`src/rtl/multi_pwm_controller.sv`:
```
// rtl/multi_pwm_controller.sv - multi-channel PWM with debounced duty buttons and host duty load
// Shadow duties take button/host edits; active duties follow them only at period boundaries.
module multi_pwm_controller #(
  parameter int CHANNELS  = 4,
  parameter int CNT_W     = 8,
  parameter int PERIOD    = 10,
  parameter int STEP      = 1,
  parameter int DUTY_INIT = 5,
  parameter int DEB_DIV   = 2,
  parameter int CENTER    = 0,
  localparam int LCH_W    = (CHANNELS > 1) ? $clog2(CHANNELS) : 1
) (
  input  logic                      clk,
  input  logic                      rst_n,
  input  logic [CHANNELS-1:0]       inc_btn,
  input  logic [CHANNELS-1:0]       dec_btn,
  input  logic                      load_valid,
  input  logic [LCH_W-1:0]          load_ch,
  input  logic [CNT_W-1:0]          load_duty,
  output logic                      load_ready,
  output logic [CHANNELS-1:0]       pwm_out,
  output logic [CHANNELS*CNT_W-1:0] duty_out,
  output logic [CHANNELS-1:0]       inc_pulse,
  output logic [CHANNELS-1:0]       dec_pulse,
  output logic                      period_tick
);

  localparam int PRE_W = (DEB_DIV > 1) ? $clog2(DEB_DIV) : 1;
  localparam logic [PRE_W-1:0] PRE_LAST = PRE_W'(DEB_DIV - 1);
  localparam logic [PRE_W-1:0] PRE_ONE  = PRE_W'(1);
  localparam logic [CNT_W-1:0] CNT_LAST = CNT_W'(PERIOD - 1);
  localparam logic [CNT_W-1:0] CNT_ONE  = CNT_W'(1);
  localparam logic [CNT_W-1:0] PER_V    = CNT_W'(PERIOD);
  localparam logic [CNT_W-1:0] STEP_V   = CNT_W'(STEP);
  localparam logic [CNT_W-1:0] INIT_V   = CNT_W'(DUTY_INIT);
  localparam logic [LCH_W:0]   CH_LIMIT = (LCH_W + 1)'(CHANNELS);

  logic [PRE_W-1:0]    pre_cnt;
  logic                deb_tick;
  logic [CNT_W-1:0]    cnt;
  logic                dir_down;
  logic [CHANNELS-1:0] inc_s1, inc_s2, dec_s1, dec_s2;
  logic [CHANNELS-1:0] inc_req, dec_req;
  logic [CHANNELS-1:0] inc_hit, dec_hit;
  logic [CNT_W-1:0]    shadow     [CHANNELS];
  logic [CNT_W-1:0]    active     [CHANNELS];
  logic [CNT_W-1:0]    shadow_nxt [CHANNELS];
  logic                load_hit;
  logic [CNT_W-1:0]    load_val;

  function automatic logic [CNT_W-1:0] sat_inc(input logic [CNT_W-1:0] v);
    logic [CNT_W:0] s;
    s = {1'b0, v} + {1'b0, STEP_V};
    return (s > {1'b0, PER_V}) ? PER_V : s[CNT_W-1:0];
  endfunction

  function automatic logic [CNT_W-1:0] sat_dec(input logic [CNT_W-1:0] v);
    return (v < STEP_V) ? '0 : v - STEP_V;
  endfunction

  assign deb_tick = (pre_cnt == PRE_LAST);

  always_ff @(posedge clk or negedge rst_n) begin
    if (!rst_n) begin
      pre_cnt <= '0;
    end else if (deb_tick) begin
      pre_cnt <= '0;
    end else begin
      pre_cnt <= pre_cnt + PRE_ONE;
    end
  end

  // Center mode dwells one extra cycle at each extreme so up and down phases are PERIOD long.
  always_ff @(posedge clk or negedge rst_n) begin
    if (!rst_n) begin
      cnt      <= '0;
      dir_down <= 1'b0;
    end else if (CENTER == 0) begin
      cnt <= (cnt == CNT_LAST) ? '0 : cnt + CNT_ONE;
    end else if (!dir_down) begin
      if (cnt == CNT_LAST) dir_down <= 1'b1;
      else                 cnt      <= cnt + CNT_ONE;
    end else begin
      if (cnt == '0) dir_down <= 1'b0;
      else           cnt      <= cnt - CNT_ONE;
    end
  end

  always_comb begin
    if (CENTER == 0) period_tick = (cnt == CNT_LAST);
    else             period_tick = dir_down && (cnt == '0);
  end

  assign load_ready = rst_n & ~period_tick;

  always_ff @(posedge clk or negedge rst_n) begin
    if (!rst_n) begin
      inc_s1 <= '0;
      inc_s2 <= '0;
      dec_s1 <= '0;
      dec_s2 <= '0;
    end else if (deb_tick) begin
      inc_s1 <= inc_btn;
      inc_s2 <= inc_s1;
      dec_s1 <= dec_btn;
      dec_s2 <= dec_s1;
    end
  end

  assign inc_req  = inc_s1 & ~inc_s2 & {CHANNELS{deb_tick}};
  assign dec_req  = dec_s1 & ~dec_s2 & {CHANNELS{deb_tick}};
  assign load_hit = load_valid && load_ready && ({1'b0, load_ch} < CH_LIMIT);
  assign load_val = (load_duty > PER_V) ? PER_V : load_duty;

  // Host load wins over buttons; opposing presses on one channel cancel.
  always_comb begin
    inc_hit = '0;
    dec_hit = '0;
    for (int ch = 0; ch < CHANNELS; ch++) begin
      shadow_nxt[ch] = shadow[ch];
      if (load_hit && (load_ch == LCH_W'(ch))) begin
        shadow_nxt[ch] = load_val;
      end else if (inc_req[ch] && !dec_req[ch]) begin
        shadow_nxt[ch] = sat_inc(shadow[ch]);
        inc_hit[ch]    = (sat_inc(shadow[ch]) != shadow[ch]);
      end else if (dec_req[ch] && !inc_req[ch]) begin
        shadow_nxt[ch] = sat_dec(shadow[ch]);
        dec_hit[ch]    = (sat_dec(shadow[ch]) != shadow[ch]);
      end
    end
  end

  always_ff @(posedge clk or negedge rst_n) begin
    if (!rst_n) begin
      for (int ch = 0; ch < CHANNELS; ch++) begin
        shadow[ch]                   <= INIT_V;
        active[ch]                   <= INIT_V;
        duty_out[ch*CNT_W +: CNT_W]  <= INIT_V;
      end
      inc_pulse <= '0;
      dec_pulse <= '0;
    end else begin
      for (int ch = 0; ch < CHANNELS; ch++) begin
        shadow[ch]                  <= shadow_nxt[ch];
        duty_out[ch*CNT_W +: CNT_W] <= active[ch];
        if (period_tick) active[ch] <= shadow[ch];
      end
      inc_pulse <= inc_hit;
      dec_pulse <= dec_hit;
    end
  end

  always_comb begin
    pwm_out = '0;
    for (int ch = 0; ch < CHANNELS; ch++) begin
      pwm_out[ch] = (cnt < active[ch]);
    end
  end

endmodule
```
`config.mk`:
```
export PLATFORM = sky130hd
export DESIGN_NAME = multi_pwm_controller
export DESIGN_NICKNAME = d
export VERILOG_FILES = /design/src/rtl/multi_pwm_controller.sv
export SDC_FILE = /design/constraint.sdc
export NUM_CORES = 1
export LEC_CHECK = 0
export ABC_AREA = 1
export BUFFER_PORTS_ARGS = -buffer_cell sky130_fd_sc_hd__buf_2
export CORE_ASPECT_RATIO = 0.75
export CORE_UTILIZATION = 54
export DETAILED_ROUTE_END_ITERATION = 7
export PLACE_DENSITY_LB_ADDON = 0.05
export SLEW_MARGIN = 10
export SYNTH_ARGS = -nofsm -noshare
export SYNTH_HDL_FRONTEND = slang
export SYNTH_SLANG_ARGS = --single-unit
```
`constraint.sdc`:
```
create_clock -name clk -period 1.8 [get_ports clk]
set_input_delay 0.18 -clock clk [delete_from_list [all_inputs] [get_ports clk]]
set_output_delay 0.18 -clock clk [all_outputs]
set_load 0.01 [all_outputs]
```
==> results.sh <==
export IMPL_ir_drop_uv=789
export IMPL_cts_sinks=129
export IMPL_slew_headroom_pct=54.3
export IMPL_grt_antenna_before_repair=0
export IMPL_max_freq_mhz=466
export IMPL_synthesis_instances=870
export IMPL_clkTransAtPathRegs_ns=0.06
export IMPL_ys_warn_count=0
export IMPL_ant_nets=0
export IMPL_viasPerCell=5.45
export IMPL_hp_class="in2async"
export IMPL_postLayoutCoreUtil_pct=76.2
export IMPL_place_hpwl_um=13000
export IMPL_numCtsBuffers=17
export IMPL_gp_congestion=0.914
export IMPL_vias=6624
export IMPL_grt_setup_unrepaired="yes"
export IMPL_fin_area_sq_um=9550
export IMPL_combinationalPowerShare_pct=41.3
export IMPL_cts_tree="built"
export IMPL_worst_slew_pin_slew_ns=0.685
export IMPL_status="finished, violations left"
export IMPL_ys_seq_elements=129
export IMPL_overflow=0
export IMPL_path_class="reg2out"
export IMPL_syn_cell_area_sq_um=7070
export IMPL_insertion_delay_ns=0.42
export IMPL_regArea_sq_um=3260
export IMPL_io_pins=67
export IMPL_grt_use_total_pct=29.7
export IMPL_cp_arrival_ns=1.97
export IMPL_ctsHtreeMaxLevel=4
export IMPL_post_route_period_util_pct=119
export IMPL_power_frac_clock_pct=26.1
export IMPL_dieHeight_um=101
export IMPL_num_rows=35
export IMPL_skew_ns=0.00581
export IMPL_syn_avg_cell_area_sq_um=8.12
export IMPL_drc=0
export IMPL_grt_pass1_wl_um=30700
export IMPL_power_density_nw_per_um2=1480
export IMPL_mappedNetlistNets=937
export IMPL_cts_root_buf="clkbuf_16"
export IMPL_worstSetupStartpointType="register"
export IMPL_fin_crit_ns=2.15
export IMPL_grt_max_degree=130
export IMPL_first_pass_iters=5
export IMPL_fin_ws_ns=-0.347
export IMPL_drv_slew=0
export IMPL_area_delta_synth_final_pct=35.1
export IMPL_n_fill_cell=914
export IMPL_end_kind="output pin"
export IMPL_grt_pass1_vias=6086
export IMPL_numPortBuffers=66
export IMPL_cts_buffer_depth=2
export IMPL_seq_power_share_pct=32.5
export IMPL_violations="hold timing, setup timing"
export IMPL_hold_viol_final=18
export IMPL_multi_input_comb_area_sq_um=3660
export IMPL_drtIter0Drc=492
export IMPL_drv_cap=0
export IMPL_total_power_mw=14.2
export IMPL_die_w_um=134
export IMPL_p_switching_mw=5.45
export IMPL_finalSetupViolCount=65
export IMPL_drive_gt1_share_pct=31.0
export IMPL_p_int_mw=8.70
export IMPL_p_leak_nw=4.93
export IMPL_placed_cell_area_sq_um=7950
export IMPL_nNetsFinal=1104
export IMPL_switching_share_pct=38.5
export IMPL_wirelength_um=20900
export IMPL_antenna_cells=0
export IMPL_core_area_sq_um=12500
export IMPL_initial_core_util_pct=56.4
export IMPL_die_area_sq_um=13600
export IMPL_crit_fanout=4
export IMPL_required_ns=1.62
export IMPL_wire_per_inst_um=17.2
export IMPL_ys_types=39
export IMPL_ys_seq_area_share_pct=46.1
export IMPL_timing_hold_ws_ns=-0.0149
-- power by group through the flow --
stage	clock network, mW	registers [mW]	logic, mW
5_1_grt	3.84	4.71	6.42
3_5_place_dp	0	4.61	4.97
3_3_place_gp	0	4.59	4.88
2_1_floorplan	0	4.53	3.10
6_report	3.70	4.60	5.85
4_1_cts	3.72	4.57	5.24
-- per-layer routing --
| metal | part of all wire [%] | vias up | global-route usage [%] |
|---|---|---|---|
| met2 | 47 | 261 | 46.2 |
| met5 | 0 | - | 0 |
| li1 | - | 3164 | - |
| met4 | 1.8 | 0 | 9.85 |
| met1 | 44 | 3165 | 41.4 |
| met3 | 7.2 | 34 | 6.64 |
-- layout make-up --
cell class                 count  share of cell area, %
multi-input combinational    598                   38.4
sequential                   129                   34.2
clock buffer                  20                   4.78
inverter                     127                   5.19
timing repair buffer         164                   13.4
tap                          166                   2.18
clock inverter                12                   1.90
-- state kept, by name (all words and copies together) (netlist names) --
| register | flops |
|---|---|
| inc_s1 | 4 |
| duty_out | 32 |
| active | 32 |
| deb_tick | 1 |
| inc_s2 | 4 |
| shadow | 32 |
| dec_s1 | 4 |
| dec_pulse | 4 |
| cnt | 8 |
| inc_pulse | 4 |
| dec_s2 | 4 |
-- cell usage in the layout (no fill, tap or decap), types with 15 or more instances in the layout --
cell and n:
o21ai_2 15, nand2_1 215, a21oi_1 22, dfstp_2 24, buf_2 64, dfrtp_1 103, nand3_1 48, nor2_1 56
buf_6 15, buf_4 69, xor2_1 25, o21ai_0 33, ha_1 41, clkbuf_16 19, inv_1 109, o21ai_1 16
-- logic make-up after synthesis --
family,synth area share [%]
buf+inv,8.09
xor+xnor,3.35
compound gates,10.3
flops,46.1
simple gates,24.0
fa+ha+maj,8.14
-- Yosys cell counts (all sizes together) --
| cell | count | area share, % |
|---|---|---|
| nor4 | 3 | 0.27 |
| a311oi | 2 | 0.25 |
| or2 | 1 | 0.089 |
| clkbuf | 8 | 0.46 |
| inv | 127 | 6.7 |
| buf | 9 | 0.89 |
| a211oi | 1 | 0.11 |
| o31ai | 4 | 0.42 |
| a31oi | 7 | 0.62 |
| o21bai | 2 | 0.21 |
| dfrtp | 105 | 37 |
| xnor2 | 2 | 0.25 |
| o22ai | 13 | 1.2 |
| nor3 | 9 | 0.64 |
| a21oi | 28 | 2.0 |
| o21a | 1 | 0.11 |
| ha | 46 | 8.1 |
| nor3b | 1 | 0.11 |
| nand2 | 234 | 13 |
| nor2 | 73 | 4.3 |
| nand3 | 58 | 4.3 |
| nand4 | 15 | 1.5 |
| dfstp | 24 | 8.9 |
| xor2 | 25 | 3.1 |
| o211ai | 4 | 0.42 |
| a21boi | 4 | 0.42 |
| o21ai | 64 | 4.6 |
-- worst max-delay path, cell delays in order (launching register included) --
cell and delay, ns:
dfrtp_2 0.44, buf_6 0.15, ha_4 0.20, a21boi_2 0.14
o211ai_1 0.17, nand2_1 0.11, a21oi_2 0.19, buf_2 0.16
-- stage by stage --
stage                     hold slack (ns)  setup WS, ns  std cells  setup TNS [ns]
after floorplan                    -0.116        0.0494        870               0
after global placement              0.367      -0.00834       1140        -0.00834
after detailed placement            0.365      -0.00980       1140         -0.0181
after CTS                         0.00409        -0.315       1192           -1.51
after global routing              0.00928        -0.406       1216          -13.77
final                             -0.0149        -0.347       1216           -7.62
-- final timing paths --
kind	start	endpoint	slack (ns)	cells after the start
max	cnt[1]	pwm_out[3]	-0.35	7
min	rst_n	duty_out[17]	-0.01	2
max reg2reg	cnt[1]	shadow[23]	-0.24	12
min reg2reg	active[24]	duty_out[0]	0.37	0
max in group asynchronous	rst_n	cnt[5]	1.27	2
min in group clk	inc_btn[0]	inc_s1[0]	0.01	3
-- what timing repair did --
| action | CTS | global route |
|---|---|---|
| buffers inserted | 11 | 20 |
| endpoints found under the hold margin | 7 | 0 |
| resized for setup | 25 | 125 |
| setup endpoints to repair | 16 | 53 |
| pin swaps | 11 | 28 |
| gates cloned | 2 | 4 |
| hold buffers | 7 | 0 |
No activity file was read; power rests on OpenSTA's default activity.
